## config.mk

```make
export PLATFORM = sky130hd
export DESIGN_NAME = orientation_math_seq
export DESIGN_NICKNAME = d
export VERILOG_FILES = /design/src/rtl/orient_pkg.sv /design/src/rtl/polar_to_cartesian_p.sv /design/src/rtl/orientation_math_seq.sv
export SDC_FILE = /design/constraint.sdc
export NUM_CORES = 1
export LEC_CHECK = 0
export ABC_AREA = 1
export BUFFER_PORTS_ARGS = -buffer_cell sky130_fd_sc_hd__buf_2
export CORE_ASPECT_RATIO = 2
export CORE_MARGIN = 1.5
export CORE_UTILIZATION = 51
export CTS_CLUSTER_DIAMETER = 200
export DETAILED_ROUTE_END_ITERATION = 7
export HOLD_SLACK_MARGIN = 0.08
export PLACE_DENSITY_LB_ADDON = 0.2
export RECOVER_POWER = 25
export REMOVE_ABC_BUFFERS = 1
export SYNTH_ARGS = -nofsm -noshare
export SYNTH_HDL_FRONTEND = slang
export SYNTH_SLANG_ARGS = --single-unit
export TNS_END_PERCENT = 1
```

## constraint.sdc

```tcl
create_clock -name clock -period 7.8 [get_ports clock]
set_input_delay 1.17 -clock clock [delete_from_list [all_inputs] [get_ports clock]]
set_output_delay 1.17 -clock clock [all_outputs]
set_load 0.1 [all_outputs]
```

## src/rtl/orient_pkg.sv

```systemverilog
// Shared types and lookup tables for the orientation datapath: FSM states, beam
// trig tables (Q1.14), tangent table (Q.16) and the beam-angle mapping.
package orient_pkg;

  typedef enum logic [3:0] {
    S_IDLE, S_SHORTCUT, S_PTC, S_DELTAS, S_ABS_QUAD,
    S_AXIS, S_SEARCH, S_COMBINE, S_REPORT
  } state_t;

  typedef enum logic [1:0] {Q0, Q1, Q2, Q3} quad_t;

  localparam int TRIG_FRAC = 14;
  localparam int TAN_FRAC  = 16;

  // Beam t sits at (2t+1)*15 deg; indices 12..15 are not valid beams.
  localparam logic signed [15:0] COS_LUT [16] = '{
    16'sd15826,  16'sd11585,  16'sd4240,  -16'sd4240,
    -16'sd11585, -16'sd15826, -16'sd15826, -16'sd11585,
    -16'sd4240,  16'sd4240,   16'sd11585,  16'sd15826,
    16'sd0, 16'sd0, 16'sd0, 16'sd0
  };
  localparam logic signed [15:0] SIN_LUT [16] = '{
    16'sd4240,   16'sd11585,  16'sd15826,  16'sd15826,
    16'sd11585,  16'sd4240,   -16'sd4240,  -16'sd11585,
    -16'sd15826, -16'sd15826, -16'sd11585, -16'sd4240,
    16'sd0, 16'sd0, 16'sd0, 16'sd0
  };

  // tan(0,15,30,45,60,75 deg); exact for step counts that divide 24 steps.
  localparam int TAN_LUT [6] = '{0, 17560, 37837, 65536, 113512, 244584};

  function automatic int ba(input int t, input int n);
    return (2 * t + 1) * n / 24;
  endfunction

  function automatic int tan_q(input int k, input int n, input int frac_w);
    int idx;
    int v;
    idx = k * 24 / n;
    if (idx > 5) idx = 5;
    v = TAN_LUT[idx];
    if (frac_w >= TAN_FRAC) return v <<< (frac_w - TAN_FRAC);
    return (v + (1 <<< (TAN_FRAC - frac_w - 1))) >>> (TAN_FRAC - frac_w);
  endfunction

endpackage

```

## src/rtl/polar_to_cartesian_p.sv

```systemverilog
// Combinational polar-to-cartesian conversion of one (beam index, range) point,
// rounded to the nearest integer (half toward +inf).
module polar_to_cartesian_p
  import orient_pkg::*;
#(
  parameter int R_W = 8
) (
  input  logic [3:0]          theta,
  input  logic [R_W-1:0]      r,
  output logic signed [R_W:0] x,
  output logic signed [R_W:0] y
);
  localparam int PW = R_W + 17;

  function automatic logic signed [R_W:0] round_q(input logic signed [PW-1:0] p);
    logic signed [PW-1:0] t;
    t = (p + PW'(1 << (TRIG_FRAC - 1))) >>> TRIG_FRAC;
    return t[R_W:0];
  endfunction

  logic signed [R_W:0]  r_s;
  logic signed [PW-1:0] px;
  logic signed [PW-1:0] py;

  assign r_s = $signed({1'b0, r});
  assign px  = PW'(r_s) * PW'(COS_LUT[theta]);
  assign py  = PW'(r_s) * PW'(SIN_LUT[theta]);
  assign x   = round_q(px);
  assign y   = round_q(py);

endmodule

```

## src/rtl/orientation_math_seq.sv

```systemverilog
// Sequential heading estimator between two polar (beam, range) points.
// Define ORIENT_SHORTCUT_EN to resolve equal-beam inputs directly from the beam angle.
module orientation_math_seq
  import orient_pkg::*;
#(
  parameter int R_W          = 8,
  parameter int ORIENT_STEPS = 24,
  parameter int ERROR_FACTOR = 4,
  parameter int FRAC_W       = 6
) (
  input  logic                            clock,
  input  logic                            reset,
  input  logic                            enable,
  input  logic [R_W+3:0]                  r_theta_original,
  input  logic [R_W+3:0]                  r_theta_final,
  output logic                            busy,
  output logic                            done,
  output logic [$clog2(ORIENT_STEPS)-1:0] orientation,
  output logic [R_W-1:0]                  residual,
  output logic                            no_motion
);
  localparam int OW = $clog2(ORIENT_STEPS);
  localparam int AW = OW + 1;
  localparam int QN = ORIENT_STEPS / 4;
  localparam int KW = $clog2(QN);
  localparam int DW = R_W + 2;
  localparam int MW = R_W + 1;
  localparam int TW = FRAC_W + 3;
  localparam int PW = MW + TW;
  localparam logic [AW-1:0] HALF = AW'(ORIENT_STEPS / 2);
  localparam logic [AW-1:0] QTR  = AW'(ORIENT_STEPS / 4);
  localparam logic [AW-1:0] FULL = AW'(ORIENT_STEPS);
  localparam logic [MW-1:0] EF   = MW'(ERROR_FACTOR);

  function automatic logic [R_W-1:0] sat_res(input logic [PW-1:0] v);
    return (|v[PW-1:R_W]) ? '1 : v[R_W-1:0];
  endfunction

  function automatic logic [MW-1:0] abs_m(input logic signed [DW-1:0] v);
    return v[DW-1] ? MW'(-v) : MW'(v);
  endfunction

  // Raw headings stay below 2*ORIENT_STEPS, so one conditional subtract wraps them.
  function automatic logic [OW-1:0] wrap_orient(input logic [AW-1:0] v);
    return (v >= FULL) ? OW'(v - FULL) : OW'(v);
  endfunction

  logic [3:0]     theta_o, theta_f;
  logic [R_W-1:0] r_o, r_f;
  assign theta_o = r_theta_original[R_W+3:R_W];
  assign theta_f = r_theta_final[R_W+3:R_W];
  assign r_o     = r_theta_original[R_W-1:0];
  assign r_f     = r_theta_final[R_W-1:0];

  logic shortcut_hit;
`ifdef ORIENT_SHORTCUT_EN
  assign shortcut_hit = (theta_o == theta_f);
`else
  assign shortcut_hit = 1'b0;
`endif

  logic signed [R_W:0] xo_c, yo_c, xf_c, yf_c;
  polar_to_cartesian_p #(.R_W(R_W)) u_ptc_orig (.theta(theta_o), .r(r_o), .x(xo_c), .y(yo_c));
  polar_to_cartesian_p #(.R_W(R_W)) u_ptc_fin  (.theta(theta_f), .r(r_f), .x(xf_c), .y(yf_c));

  logic [TW-1:0] tan_tab [QN];
  logic [AW-1:0] ba_tab [16];
  for (genvar g = 0; g < QN; g++) begin : g_tan
    assign tan_tab[g] = TW'(tan_q(g, ORIENT_STEPS, FRAC_W));
  end
  for (genvar g = 0; g < 16; g++) begin : g_ba
    assign ba_tab[g] = AW'(ba(g, ORIENT_STEPS));
  end

  state_t              state;
  quad_t               quad;
  logic signed [R_W:0] xo, yo, xf, yf;
  logic signed [DW-1:0] dx, dy;
  logic [MW-1:0]       adx, ady;
  logic [KW-1:0]       k, best_k;
  logic [PW-1:0]       best_d;
  logic [AW-1:0]       orient_raw;
  logic [R_W-1:0]      res_raw;

  logic [PW-1:0] prod_c, quot_c, d_c;
  assign prod_c = PW'(adx) * PW'(tan_tab[k]);
  assign quot_c = prod_c >> FRAC_W;
  assign d_c    = (quot_c >= PW'(ady)) ? quot_c - PW'(ady) : PW'(ady) - quot_c;

  always_ff @(posedge clock) begin
    if (reset) begin
      state       <= S_IDLE;
      busy        <= 1'b0;
      done        <= 1'b0;
      orientation <= '0;
      residual    <= '0;
      no_motion   <= 1'b0;
    end else begin
      case (state)
        S_IDLE: begin
          if (enable) begin
            busy       <= 1'b1;
            done       <= 1'b0;
            orient_raw <= AW'(orientation);
            res_raw    <= residual;
            state      <= S_SHORTCUT;
          end
        end
        S_SHORTCUT: begin
          if (shortcut_hit) begin
            orient_raw <= ba_tab[theta_o] + ((r_o > r_f) ? HALF : '0);
            res_raw    <= '0;
            state      <= S_REPORT;
          end else begin
            state <= S_PTC;
          end
        end
        // ---- latch cartesian points ----
        S_PTC: begin
          xo    <= xo_c;
          yo    <= yo_c;
          xf    <= xf_c;
          yf    <= yf_c;
          state <= S_DELTAS;
        end
        // ---- signed displacement ----
        S_DELTAS: begin
          dx    <= DW'(xf) - DW'(xo);
          dy    <= DW'(yf) - DW'(yo);
          state <= S_ABS_QUAD;
        end
        // ---- magnitudes and quadrant (zero counts as positive) ----
        S_ABS_QUAD: begin
          adx <= abs_m(dx);
          ady <= abs_m(dy);
          case ({dx[DW-1], dy[DW-1]})
            2'b00:   quad <= Q0;
            2'b10:   quad <= Q1;
            2'b11:   quad <= Q2;
            default: quad <= Q3;
          endcase
          state <= S_AXIS;
        end
        S_AXIS: begin
          no_motion <= 1'b0;
          if (adx <= EF && ady <= EF) begin
            no_motion <= 1'b1;
            state     <= S_REPORT;
          end else if (ady <= EF) begin
            orient_raw <= dx[DW-1] ? HALF : '0;
            res_raw    <= sat_res(PW'(ady));
            state      <= S_REPORT;
          end else if (adx <= EF) begin
            orient_raw <= dy[DW-1] ? HALF + QTR : QTR;
            res_raw    <= sat_res(PW'(adx));
            state      <= S_REPORT;
          end else begin
            k      <= KW'(1);
            best_k <= KW'(1);
            best_d <= '1;
            state  <= S_SEARCH;
          end
        end
        // ---- one tangent candidate per cycle; strict compare keeps lowest k on ties ----
        S_SEARCH: begin
          if (d_c < best_d) begin
            best_d <= d_c;
            best_k <= k;
          end
          if (k == KW'(QN - 1)) state <= S_COMBINE;
          else                  k     <= k + KW'(1);
        end
        S_COMBINE: begin
          case (quad)
            Q0:      orient_raw <= AW'(best_k);
            Q1:      orient_raw <= HALF - AW'(best_k);
            Q2:      orient_raw <= HALF + AW'(best_k);
            default: orient_raw <= FULL - AW'(best_k);
          endcase
          res_raw <= sat_res(best_d);
          state   <= S_REPORT;
        end
        // ---- publish result ----
        S_REPORT: begin
          orientation <= wrap_orient(orient_raw);
          residual    <= res_raw;
          done        <= 1'b1;
          busy        <= 1'b0;
          state       <= S_IDLE;
        end
        default: state <= S_IDLE;
      endcase
    end
  end

endmodule

```

==> results by group <==
Power and ir drop
  • Lkg Pwr: 14.2 nW
  • Sequential Power Share: 13.6%
  • Total power: 7.89 mW
  • Sw frac: 51.7%
  • IR drop worst, VDD: 0.000398 V
  • PwrDens: 294 nW/um^2
  • Combinational power share: 76.7%
  • Clk pwr share: 9.7%
  • Switching pwr: 4.08 mW
  • Internal power: 3.82 mW

Setup path
  • Data arrival, critical path: 7.61 ns
  • WP buf/inv: 9
  • CP Capture Type: register
  • Slowest-stage cell, CP: fa_1
  • Top delay family on crit path: adder cells
  • Worst-path fanout max: 8
  • Worst Setup Start Kind: register
  • Crit-path max cell delay: 0.59 ns
  • Critical Path RT: 7.95 ns
  • CP Class: register to register

Global route
  • Number of global-route vias before repair: 21400
  • Largest net degree at the start of global routing: 37
  • Gr ovfl total: 0
  • Total GRT Usage: 26.9%
  • First-pass GRT wire length: 104000 um
  • Initial antenna violation count: 2

Die
  • Core area: 48200 um^2
  • Row cnt: 114
  • Initial Utilization: 51.6%
  • Die Y: 315 um
  • Die Wd: 159 um
  • # IOs: 43
  • Die area: 50200 um^2

Final layout
  • Nets: 3731
  • Area Growth Syn to Fin: 8.03%
  • End-of-flow core utilization: 55.7%
  • Share of layout cells above drive strength 1: 6.56%
  • Antenna Cells: 0
  • Non-filler cells, final: 3628
  • Post-route cell area: 26900 um^2

Logic synthesis
  • Ys async rst share: 0%
  • Synthesized area: 24900 um^2
  • Cell variety after synth: 55
  • Post-synth top area share: 32.8%
  • Ys flop type: edfxtp_1
  • Largest cells by area after synthesis: fa_1 33%, ha_1 16%, edfxtp_1 13%
  • Number of enable flip-flop cells after synthesis: 108
  • Syn. warnings: 0
  • Seq/Total Area, Yosys: 14.6%
  • Commonest cells post-synth: 772 x inv_1, 408 x fa_1, 374 x nand2_1
  • Mapped Cells: 2900
  • Seq cells post-synth: 128
  • Count leader, synth: inv_1
  • Synth area leader: fa_1
  • Synth Area per Inst: 8.58 um^2

STA
  • Final setup violation count: 0
  • Final slew viol count: 0
  • Total Neg Setup Slack: 0 ns
  • Worst setup margin: 0.342 ns
  • Hold Vio Cnt, Final: 0
  • Max Fclk: 134 MHz
  • Worst hold slack: 0.466 ns
  • Setup Skew: 0.00950 ns
  • Max_slew headroom: 11.6%
  • Min Tclk post-route: 7.46 ns
  • Tcrit/Tclk final: 95.6%
  • Tightest Pin Transition: 1.33 ns

Routing
  • Vias: 19000
  • DRC viols: 0
  • Drt total wl: 63900 um
  • Via density: 5.23
  • Detail Route Antenna Nets: 0
  • Avg WL per Cell: 17.6 um
  • First DRT Iteration DRCs: 714
  • Pre-antenna DRT Iters: 5

Clock tree
  • Clock root buffer: clkbuf_16
  • CTS Buffer Depth: 2
  • H-tree levels: 4
  • CTS tree: built
  • Clk slew on worst S/H paths: 0.07 ns
  • Total CTS buffers: 17
  • Clock sinks: 128
  • Latest clock arrival within the worst-skew pair: 0.44 ns

Place
  • Placed cell area: 26000 um^2
  • Placer congestion estimate: 0.977
  • Post-placement cell count: 3584
  • Port buffer count: 42
  • Post-Place Worst Slack: 0.0132 ns
  • Post-DP HPWL: 57100 um

Run
  • Max_cap viols: 0

Min path
  • Worst hold-check path type: register to register

Run status
  • Status: finished, final reports clean
## cells in the final DEF (no fill, tap or decap), types with 7 or more instances in the layout
cell type,instances
inv_1,770
fa_1,408
nand2_1,365
nor2_1,311
ha_1,310
a21oi_1,123
edfxtp_1,108
o21ai_0,101
xor2_1,68
nand3_1,63
xnor2_1,42
buf_2,41
buf_4,37
nor3_1,21
dfxtp_1,20
nand2_2,17
clkbuf_16,17
nand4_1,14
o21ai_1,10
nor2_2,8
o21ai_2,7
inv_2,7
a21oi_2,7
o21bai_1,7
o21a_1,7
## cell families (layout without fill, tap and decap cells)
group                      Yosys count  after routing  synth area share, %
xor gates and xnor gates           112            112                 3.94
DFF                                128            128                 14.6
adders and majority gates          727            727                 48.9
and+or+nand+nor                    828            828                 13.6
buffers and inverters              809            899                 12.4
AOI/OAI and AO/OA                  296            296                 6.55
## final cells by class
class | count | area (um^2)
fill | 4580 | 21300
inverter | 781 | 2930
sequential | 128 | 3640
clock inverter | 15 | 139
timing repair buffer | 86 | 551
clock buffer | 17 | 425
tap | 638 | 798
multi-input combinational | 1963 | 18400
## worst reg2reg max path, delay by kind of cell (launching register included)
| family | cells | cell delay, ns |
|---|---|---|
| buf+inv | 9 | 1.03 |
| simple gates | 10 | 0.83 |
| xor+xnor | 1 | 0.22 |
| fa+ha+maj | 8 | 3.18 |
| flops | 1 | 0.42 |
| compound gates | 9 | 1.47 |
## per-layer routing
layer | up-vias | GRT usage [%] | wire [um]
li1 | 8982 | - | -
met1 | 9375 | 22.1 | 19000
met2 | 399 | 57.1 | 38300
met3 | 228 | 2.34 | 1260
met4 | 2 | 19.9 | 5280
met5 | - | 0 | 9
## what timing repair did
action                     in CTS  in global routing
buffers inserted                0                 12
pin swaps                       1                 16
hold buffers                    0                  0
resized for setup               2                 54
setup endpoints to repair      16                 16
## power groups by stage
stage / clock network, mW / registers, mW / logic (mW)
4_1_cts: 0.778 / 1.07 / 6.15
3_5_place_dp: 0 / 1.09 / 6.08
3_3_place_gp: 0 / 1.08 / 6.01
6_report: 0.768 / 1.07 / 6.06
2_1_floorplan: 0 / 1.08 / 4.40
5_1_grt: 0.807 / 1.08 / 6.96
## registers in the layout, indices dropped and copies added, names as in the netlist, 2 cells and up
register and cells:
state 4, best_d 13, orient_raw 5, residual 8
k 3, xf 9, dy 10, xo 9
yo 9, res_raw 8, ady 9, yf 9
dx 10, best_k 3, orientation 5, adx 9
quad 2
## worst paths after layout
kind,endpoint,cells after the start,startpoint,slack (ns)
worst max-delay path,best_d[1],37,k[0],0.34
worst min register to register,busy,2,busy,0.47
worst max register to register,best_d[1],37,k[0],0.34
worst min-delay path,busy,2,busy,0.47
Power figures use the tool's default switching activity.
